===== config.mk =====
export PLATFORM = sky130hd
export DESIGN_NAME = exponential_flat
export DESIGN_NICKNAME = d
export VERILOG_FILES = /design/src/rtl/exp_pkg.sv /design/src/rtl/exp_if.sv /design/src/rtl/exp_rom.sv /design/src/rtl/exponential.sv /design/src/flat_wrapper.sv
export SDC_FILE = /design/constraint.sdc
export NUM_CORES = 2
export LEC_CHECK = 0
export BUFFER_PORTS_ARGS = -buffer_cell sky130_fd_sc_hd__buf_2
export CORE_MARGIN = 5
export CORE_UTILIZATION = 61
export CTS_BUF_LIST = sky130_fd_sc_hd__clkbuf_8
export DETAILED_ROUTE_END_ITERATION = 10
export PLACE_DENSITY = 0.89
export SLEW_MARGIN = 20
export SYNTH_ARGS = -nofsm -noshare
export SYNTH_HDL_FRONTEND = slang
export SYNTH_SLANG_ARGS = --single-unit

===== constraint.sdc =====
create_clock -name clk -period 5.5 [get_ports clk]
set_input_delay 0.275 -clock clk [delete_from_list [all_inputs] [get_ports clk]]
set_output_delay 0.275 -clock clk [all_outputs]
set_load 0.01 [all_outputs]

===== src/rtl/exp_pkg.sv =====
// exp_pkg: constants shared by the exp(-a) evaluator, plus the elaboration-time
// generator for the exponent lookup tables.
//   Input  x : unsigned Q4.12 magnitude.
//   Output y : unsigned Q1.15 value of exp(-x/4096).
//   ROMs     : 18-bit unsigned Q1.17 factors.
package exp_pkg;

  localparam int EXP_INPUT_WIDTH_INT   = 4;
  localparam int EXP_INPUT_WIDTH_FRAC  = 12;
  localparam int EXP_OUTPUT_WIDTH_INT  = 1;
  localparam int EXP_OUTPUT_WIDTH_FRAC = 15;

  localparam int EXP_INPUT_WIDTH  = EXP_INPUT_WIDTH_INT + EXP_INPUT_WIDTH_FRAC;
  localparam int EXP_OUTPUT_WIDTH = EXP_OUTPUT_WIDTH_INT + EXP_OUTPUT_WIDTH_FRAC;

  localparam int ROM_W    = 18;
  localparam int ROM_FRAC = 17;

  // Largest legal result: exactly 1.0 in Q1.15.
  localparam logic [EXP_OUTPUT_WIDTH-1:0] Y_MAX = 16'h8000;

  // Working precision for the table generator. 60 fraction bits leaves a
  // very wide margin over the 17 bits that survive rounding.
  localparam int SERIES_FRAC = 60;

  // round_half_up(exp(-n * 2^-(12-4k)) * 2^17), evaluated with integers only
  // so the tables are constants at elaboration on any tool.
  // exp(-w) is summed as an alternating Taylor series (positive and negative
  // terms kept apart so every intermediate stays unsigned), then raised to
  // the n-th power by repeated multiplication.
  function automatic logic [ROM_W-1:0] rom_entry(input int k, input int n);
    logic [127:0] term;
    logic [127:0] sum_pos;
    logic [127:0] sum_neg;
    logic [127:0] base;
    logic [127:0] acc;
    int           shift;
    shift   = 12 - 4 * k;
    term    = 128'd1 << SERIES_FRAC;
    sum_pos = term;
    sum_neg = '0;
    for (int i = 1; i < 40; i++) begin
      term = (term >> shift) / 128'(i);
      if (i[0]) sum_neg = sum_neg + term;
      else      sum_pos = sum_pos + term;
    end
    base = sum_pos - sum_neg;
    acc  = 128'd1 << SERIES_FRAC;
    for (int j = 0; j < n; j++) begin
      acc = (acc * base) >> SERIES_FRAC;
    end
    acc = (acc + (128'd1 << (SERIES_FRAC - ROM_FRAC - 1))) >> (SERIES_FRAC - ROM_FRAC);
    return acc[ROM_W-1:0];
  endfunction

endpackage


===== src/rtl/exp_if.sv =====
// exp_if: sample/result bundle of the exp(-a) evaluator.
//   data_valid : x is valid this cycle (master -> slave)
//   x          : Q4.12 magnitude      (master -> slave)
//   y          : Q1.15 result         (slave -> master)
//   new_result : y updated this cycle (slave -> master)
interface exp_if;
  import exp_pkg::*;

  logic                        data_valid;
  logic [EXP_INPUT_WIDTH-1:0]  x;
  logic [EXP_OUTPUT_WIDTH-1:0] y;
  logic                        new_result;

  modport master (output data_valid, output x, input y, input new_result);
  modport slave  (input data_valid, input x, output y, output new_result);

endinterface


===== src/rtl/exp_rom.sv =====
// exp_rom: 16-entry x 18-bit lookup of exp(-n * 2^-(12-4*WEIGHT_K)) in Q1.17,
// registered read. WEIGHT_K = 3 is the integer nibble, 0 the lowest fraction
// nibble.
//   clk  : clock
//   addr : nibble value n
//   data : table entry, valid the cycle after addr
module exp_rom
  import exp_pkg::*;
#(
  parameter int WEIGHT_K = 0
) (
  input  logic             clk,
  input  logic [3:0]       addr,
  output logic [ROM_W-1:0] data
);

  logic [ROM_W-1:0] rom [16];

  for (genvar gi = 0; gi < 16; gi++) begin : g_entry
    localparam logic [ROM_W-1:0] ENTRY = rom_entry(WEIGHT_K, gi);
    assign rom[gi] = ENTRY;
  end

  always_ff @(posedge clk) begin
    data <= rom[addr];
  end

endmodule


===== src/rtl/exponential.sv =====
// exponential: pipelined y = exp(-a) evaluator, one sample per clock,
// result 6 edges after the sample edge.
//   clk   : clock, rising edge
//   reset : asynchronous, active-low; clears valid bits, y and new_result
//   bus   : exp_if slave (data_valid, x in; y, new_result out)
// Stages: S1 capture, S2 ROM read, S3 R3*R2 / R1*R0, S4 truncate to A/B,
// S5 A*B, S6 truncate to P and round/saturate, S7 output register.
module exponential
  import exp_pkg::*;
(
  input  logic clk,
  input  logic reset,
  exp_if.slave bus
);

  localparam int PROD_W = 2 * ROM_W;
  localparam int RND_W  = ROM_W + 1;

  logic [EXP_INPUT_WIDTH-1:0]  x_reg;
  logic [ROM_W-1:0]            rom_data [4];
  logic [PROD_W-1:0]           prod_hi_reg;
  logic [PROD_W-1:0]           prod_lo_reg;
  logic [ROM_W-1:0]            a_reg;
  logic [ROM_W-1:0]            b_reg;
  logic [PROD_W-1:0]           prod_ab_reg;
  logic [EXP_OUTPUT_WIDTH-1:0] res_reg;
  logic [5:0]                  valid_reg;   // [0] = S1 ... [5] = S6

  logic [ROM_W-1:0]            p_next;
  logic [RND_W-1:0]            rnd_next;
  logic [EXP_OUTPUT_WIDTH-1:0] res_next;

  // One table per nibble; nibble k carries weight 2^-(12-4k).
  for (genvar gi = 0; gi < 4; gi++) begin : g_rom
    exp_rom #(.WEIGHT_K(gi)) u_rom (
      .clk  (clk),
      .addr (x_reg[4*gi +: 4]),
      .data (rom_data[gi])
    );
  end

  // Valid bit travels beside the data; only it and the outputs are reset.
  always_ff @(posedge clk or negedge reset) begin
    if (!reset) begin
      valid_reg <= '0;
    end else begin
      valid_reg <= {valid_reg[4:0], bus.data_valid};
    end
  end

  // Data stages load unconditionally; idle cycles carry don't-care values.
  // Every factor is <= 1.0 in Q1.17, so products fit in 35 bits and the
  // truncated values fit back into 18 bits.
  always_ff @(posedge clk) begin
    x_reg       <= bus.x;
    prod_hi_reg <= PROD_W'(rom_data[3]) * PROD_W'(rom_data[2]);
    prod_lo_reg <= PROD_W'(rom_data[1]) * PROD_W'(rom_data[0]);
    a_reg       <= ROM_W'(prod_hi_reg >> ROM_FRAC);
    b_reg       <= ROM_W'(prod_lo_reg >> ROM_FRAC);
    prod_ab_reg <= PROD_W'(a_reg) * PROD_W'(b_reg);
    res_reg     <= res_next;
  end

  // Q1.17 -> Q1.15 with round-half-up; the clamp only matters if P = 1.0.
  always_comb begin
    p_next   = ROM_W'(prod_ab_reg >> ROM_FRAC);
    rnd_next = (RND_W'(p_next) + RND_W'(2)) >> 2;
    res_next = EXP_OUTPUT_WIDTH'(rnd_next);
    if (rnd_next > RND_W'(Y_MAX)) begin
      res_next = Y_MAX;
    end
  end

  // y holds across idle cycles; new_result marks each fresh value.
  always_ff @(posedge clk or negedge reset) begin
    if (!reset) begin
      bus.y          <= '0;
      bus.new_result <= 1'b0;
    end else begin
      bus.new_result <= valid_reg[5];
      if (valid_reg[5]) begin
        bus.y <= res_reg;
      end
    end
  end

endmodule


===== src/flat_wrapper.sv =====
// flat-port wrapper written by rule: the top's interface ports become plain ports
module exponential_flat import exp_pkg::*;
  (clk, reset, bus_data_valid, bus_x, bus_y, bus_new_result);
  exp_if bus_i ();
  input  logic clk;
  input  logic reset;
  input wire logic [$bits(bus_i.data_valid)-1:0] bus_data_valid;
  input wire logic [$bits(bus_i.x)-1:0] bus_x;
  output wire logic [$bits(bus_i.y)-1:0] bus_y;
  output wire logic [$bits(bus_i.new_result)-1:0] bus_new_result;
  assign bus_i.data_valid = bus_data_valid;
  assign bus_i.x = bus_x;
  assign bus_y = bus_i.y;
  assign bus_new_result = bus_i.new_result;
  exponential u_core (.clk(clk), .reset(reset), .bus(bus_i));
endmodule

==> impl_metrics.csv <==
group,metric,value,unit
run_status,status,"finished, violations left",
run_status,failed_checks,"negative setup slack",
grt,overflow,0,
grt,grt_usage,31.14,%
worst_setup_path,crit_slowest_cell,"fa_1",
worst_setup_path,arrival,7.26,ns
route,drc_errors,0,
finish,area.sequential,4250,um2
min_path,worst_hold_path_type,"input port to asynchronous set/reset pin",
sta,rsz0062_at_grt,"yes",
logic_synthesis,ys_ff_latch,198,
cts,path_clk_slew,0.15,ns
sta,skew,0.03606,ns
cts,clock_latency,0.61,ns
floorplanning,dieArea,56000,um2
worst_setup_path,path_cells,"buf_4 -> nand2_1 -> fa_1 -> inv_1 -> fa_1 -> fa_1 -> fa_1 -> fa_1 -> inv_1 -> fa_1 -> inv_1 -> ha_1 -> nand2_4 -> buf_4 -> o22ai_1 -> a211oi_2 -> o21a_1 -> o41ai_4 -> buf_4 -> a311o_1 -> o311ai_1",
logic_synthesis,mappedNetlistNets,4306,
cts,cts_sinks,198,
cts,clockBufferDepth,2,
worst_setup_path,cp_num_buf_inv,6,
finish,drive_gt1_share,20.64,%
sta,finalSetupViolations,42,
run,cap_violations,0,
worst_setup_path,path_class,"flip-flop to flip-flop",
worst_setup_path,required,5.98,ns
grt,grt_pass1_vias,27570,
cts,cts_tree,"done",
cts,cts_max_level,4,
worst_setup_path,startpoint_type,"flip-flop",
worst_setup_path,cp_top_family,"adder cells",
finish,syn_to_final_growth,17.02,%
route,drt-vias-per-instance,6.243,
grt,grt_pass1_wl,140500,um
logic_synthesis,synth-main-ff-cell,"dfxtp_1",
floorplanning,start_util,61.32,%
route,wirelength,106000,um
sta,setup_ws,-1.280,ns
finish,fillers,2830,
logic_synthesis,synth_seq_area_share,13.02,%
finish,largest_reg_flops,54,
sta,hold_viol_final,0,
placement,place_ws,-0.4973,ns
floorplanning,ioPinCount,36,
worst_setup_path,path_max_fanout,9,
worst_setup_path,crit_top_cell,"fa_1",
route,dr_total_vias,26830,
floorplanning,die_w,236.6,um
sta,maxSlewHeadroom,52.99,%
sta,timing.fmax,147.5,MHz
sta,worstMarginPinSlew,0.7014,ns
cts,cts-root-buf,"clkbuf_8",
logic_synthesis,yosys_warnings,0,
floorplanning,rows,83,
sta,min_period_over_period,123.3,%
finish,multiInputGateArea,25000,um2
finish,nNetsFinal,4596,
logic_synthesis,avgSynthCellArea,9.477,um2
finish,largest-register,"u_core.g_rom.u_rom.data",
logic_synthesis,synth_edf_count,0,
grt,antenna_found_initial,9,
sta,drv_slew,0,
worst_setup_path,slowest_delay,0.77,ns
logic_synthesis,synthArstFlopShare,11.62,%
route,drt_first_iter_violations,3826,
placement,dp_hpwl,61310,um
placement,io_buffers,35,
floorplanning,dieHeight,236.6,um
floorplanning,fp.coreArea,51090,um2
placement,place_congestion,0.9614,
logic_synthesis,synth_cell_types,67,
worst_setup_path,critPathCaptureType,"flip-flop",
logic_synthesis,syn-instance-count,3306,
logic_synthesis,synth_area,31330,um2
route,drt_pass1_iterations,10,
cts,cts_buffers,17,
sta,min_period,6.780,ns
route,drtAntennaViolNets,0,
route,wire_per_inst,24.66,um
grt,grt_max_degree,27,
cell families after synthesis:
group / Yosys count / synth area share (%)
flops: 198 / 13.02
buf+inv: 904 / 10.85
xor+xnor: 79 / 2.208
simple gates: 895 / 14.31
fa+ha+maj: 981 / 53.86
mux: 26 / 0.9424
compound gates: 223 / 4.804
synth_stat cells (4+ instances only):
| library cell | n | area [um2] |
|---|---|---|
| a211o_1 | 4 | 35.03 |
| a211oi_1 | 6 | 45.04 |
| a21o_1 | 33 | 247.7 |
| a21oi_1 | 73 | 365.4 |
| a221oi_1 | 4 | 35.03 |
| a31oi_1 | 8 | 50.05 |
| and2_1 | 350 | 2190 |
| and3_1 | 18 | 112.6 |
| clkbuf_1 | 102 | 382.9 |
| dfrtp_1 | 23 | 575.6 |
| dfxtp_1 | 175 | 3503 |
| fa_1 | 613 | 12270 |
| ha_1 | 368 | 4604 |
| inv_1 | 798 | 2995 |
| mux2_2 | 17 | 191.4 |
| mux2i_1 | 7 | 70.07 |
| nand2_1 | 392 | 1471 |
| nand2b_1 | 6 | 37.54 |
| nand3_1 | 19 | 95.09 |
| nand4_1 | 6 | 37.54 |
| nor2_1 | 53 | 198.9 |
| nor2b_1 | 7 | 43.79 |
| nor3_1 | 19 | 95.09 |
| nor3b_1 | 4 | 30.03 |
| nor4_1 | 6 | 37.54 |
| o211ai_1 | 9 | 67.56 |
| o21a_1 | 9 | 67.56 |
| o21ai_0 | 24 | 120.1 |
| o21ai_1 | 11 | 55.05 |
| o21bai_1 | 4 | 30.03 |
| o22ai_1 | 8 | 50.05 |
| xnor2_1 | 55 | 481.7 |
| xor2_1 | 24 | 210.2 |
cells in the final DEF, fill, tap and decap left out, types with 15 or more instances in the layout:
master | synthesis | layout
inv_1 | 798 | 746
fa_1 | 613 | 565
nand2_1 | 392 | 371
ha_1 | 368 | 339
and2_1 | 350 | 324
buf_4 | 2 | 269
dfxtp_1 | 175 | 110
inv_2 | 0 | 51
nor2_1 | 53 | 50
a21oi_1 | 73 | 49
xnor2_1 | 55 | 49
fa_2 | 0 | 48
buf_6 | 0 | 36
dfxtp_4 | 0 | 36
buf_2 | 0 | 35
a21o_1 | 33 | 33
dfxtp_2 | 0 | 29
ha_4 | 0 | 25
xor2_1 | 24 | 24
and2_4 | 0 | 23
dfrtp_1 | 23 | 23
o21ai_0 | 24 | 22
a21oi_2 | 0 | 20
dlygate4sd3_1 | 0 | 18
nor3_1 | 19 | 17
mux2_2 | 17 | 17
clkbuf_8 | 0 | 17
nand3_1 | 19 | 15
per-layer routing:
layer / track usage, % / vias up / routed length [um]
li1: - / 10460 / -
met1: 36.01 / 12600 / 32400
met2: 53.00 / 2613 / 47520
met3: 6.813 / 1146 / 14010
met4: 19.07 / 8 / 11940
met5: 0 / - / 119
worst paths after layout:
path | end | start | slack [ns] | depth (start not counted)
worst max-delay path | u_core.prod_ab_reg[33] | u_core.a_reg[10] | -1.28 | 21
worst min-delay path | u_core.bus.y[1] | reset | 0.13 | 2
worst max register to register | u_core.prod_ab_reg[33] | u_core.a_reg[10] | -1.28 | 21
worst min register to register | u_core.a_reg[16] | u_core.prod_hi_reg[33] | 0.34 | 0
max in group asynchronous | u_core.bus.y[8] | reset | 4.99 | 2
min in group clk | u_core.x_reg[9] | bus_x[9] | 0.30 | 2
metrics by stage:
stage / utilization [%] / instance area (um2) / setup TNS [ns] / cells / hold WS, ns
2_1_floorplan: - / 31570 / -0.01721 / 3306 / -0.02059
3_3_place_gp: 66.59 / 34020 / -3.169 / 4163 / 0.2586
3_5_place_dp: 66.59 / 34020 / -10.06 / 4163 / 0.2650
4_1_cts: 69.59 / 35560 / -1.036 / 4247 / 0.1522
5_1_grt: 71.73 / 36650 / -25.67 / 4293 / 0.2081
6_report: 71.76 / 36660 / -20.40 / 4298 / 0.1318
final cells by class:
class / instances / area share (%)
Multi-Input combinational cell: 2204 / 68.18
Sequential cell: 198 / 11.59
Timing Repair Buffer: 377 / 8.552
Inverter: 798 / 8.183
Tap cell: 680 / 2.321
Clock buffer: 17 / 0.6382
Clock inverter: 15 / 0.4744
Antenna cell: 9 / 0.06143
repair_timing:
item	4_1_cts	5_1_grt
endpoints found under the hold margin	40	0
pin swaps	91	120
buffers inserted	34	44
resized for setup	198	237
hold buffers	18	0
setup endpoints to repair	42	43
Power is left out: the tool's default activity adds up to more than one toggle a clock period on the data nets, which glitch-free logic cannot reach.
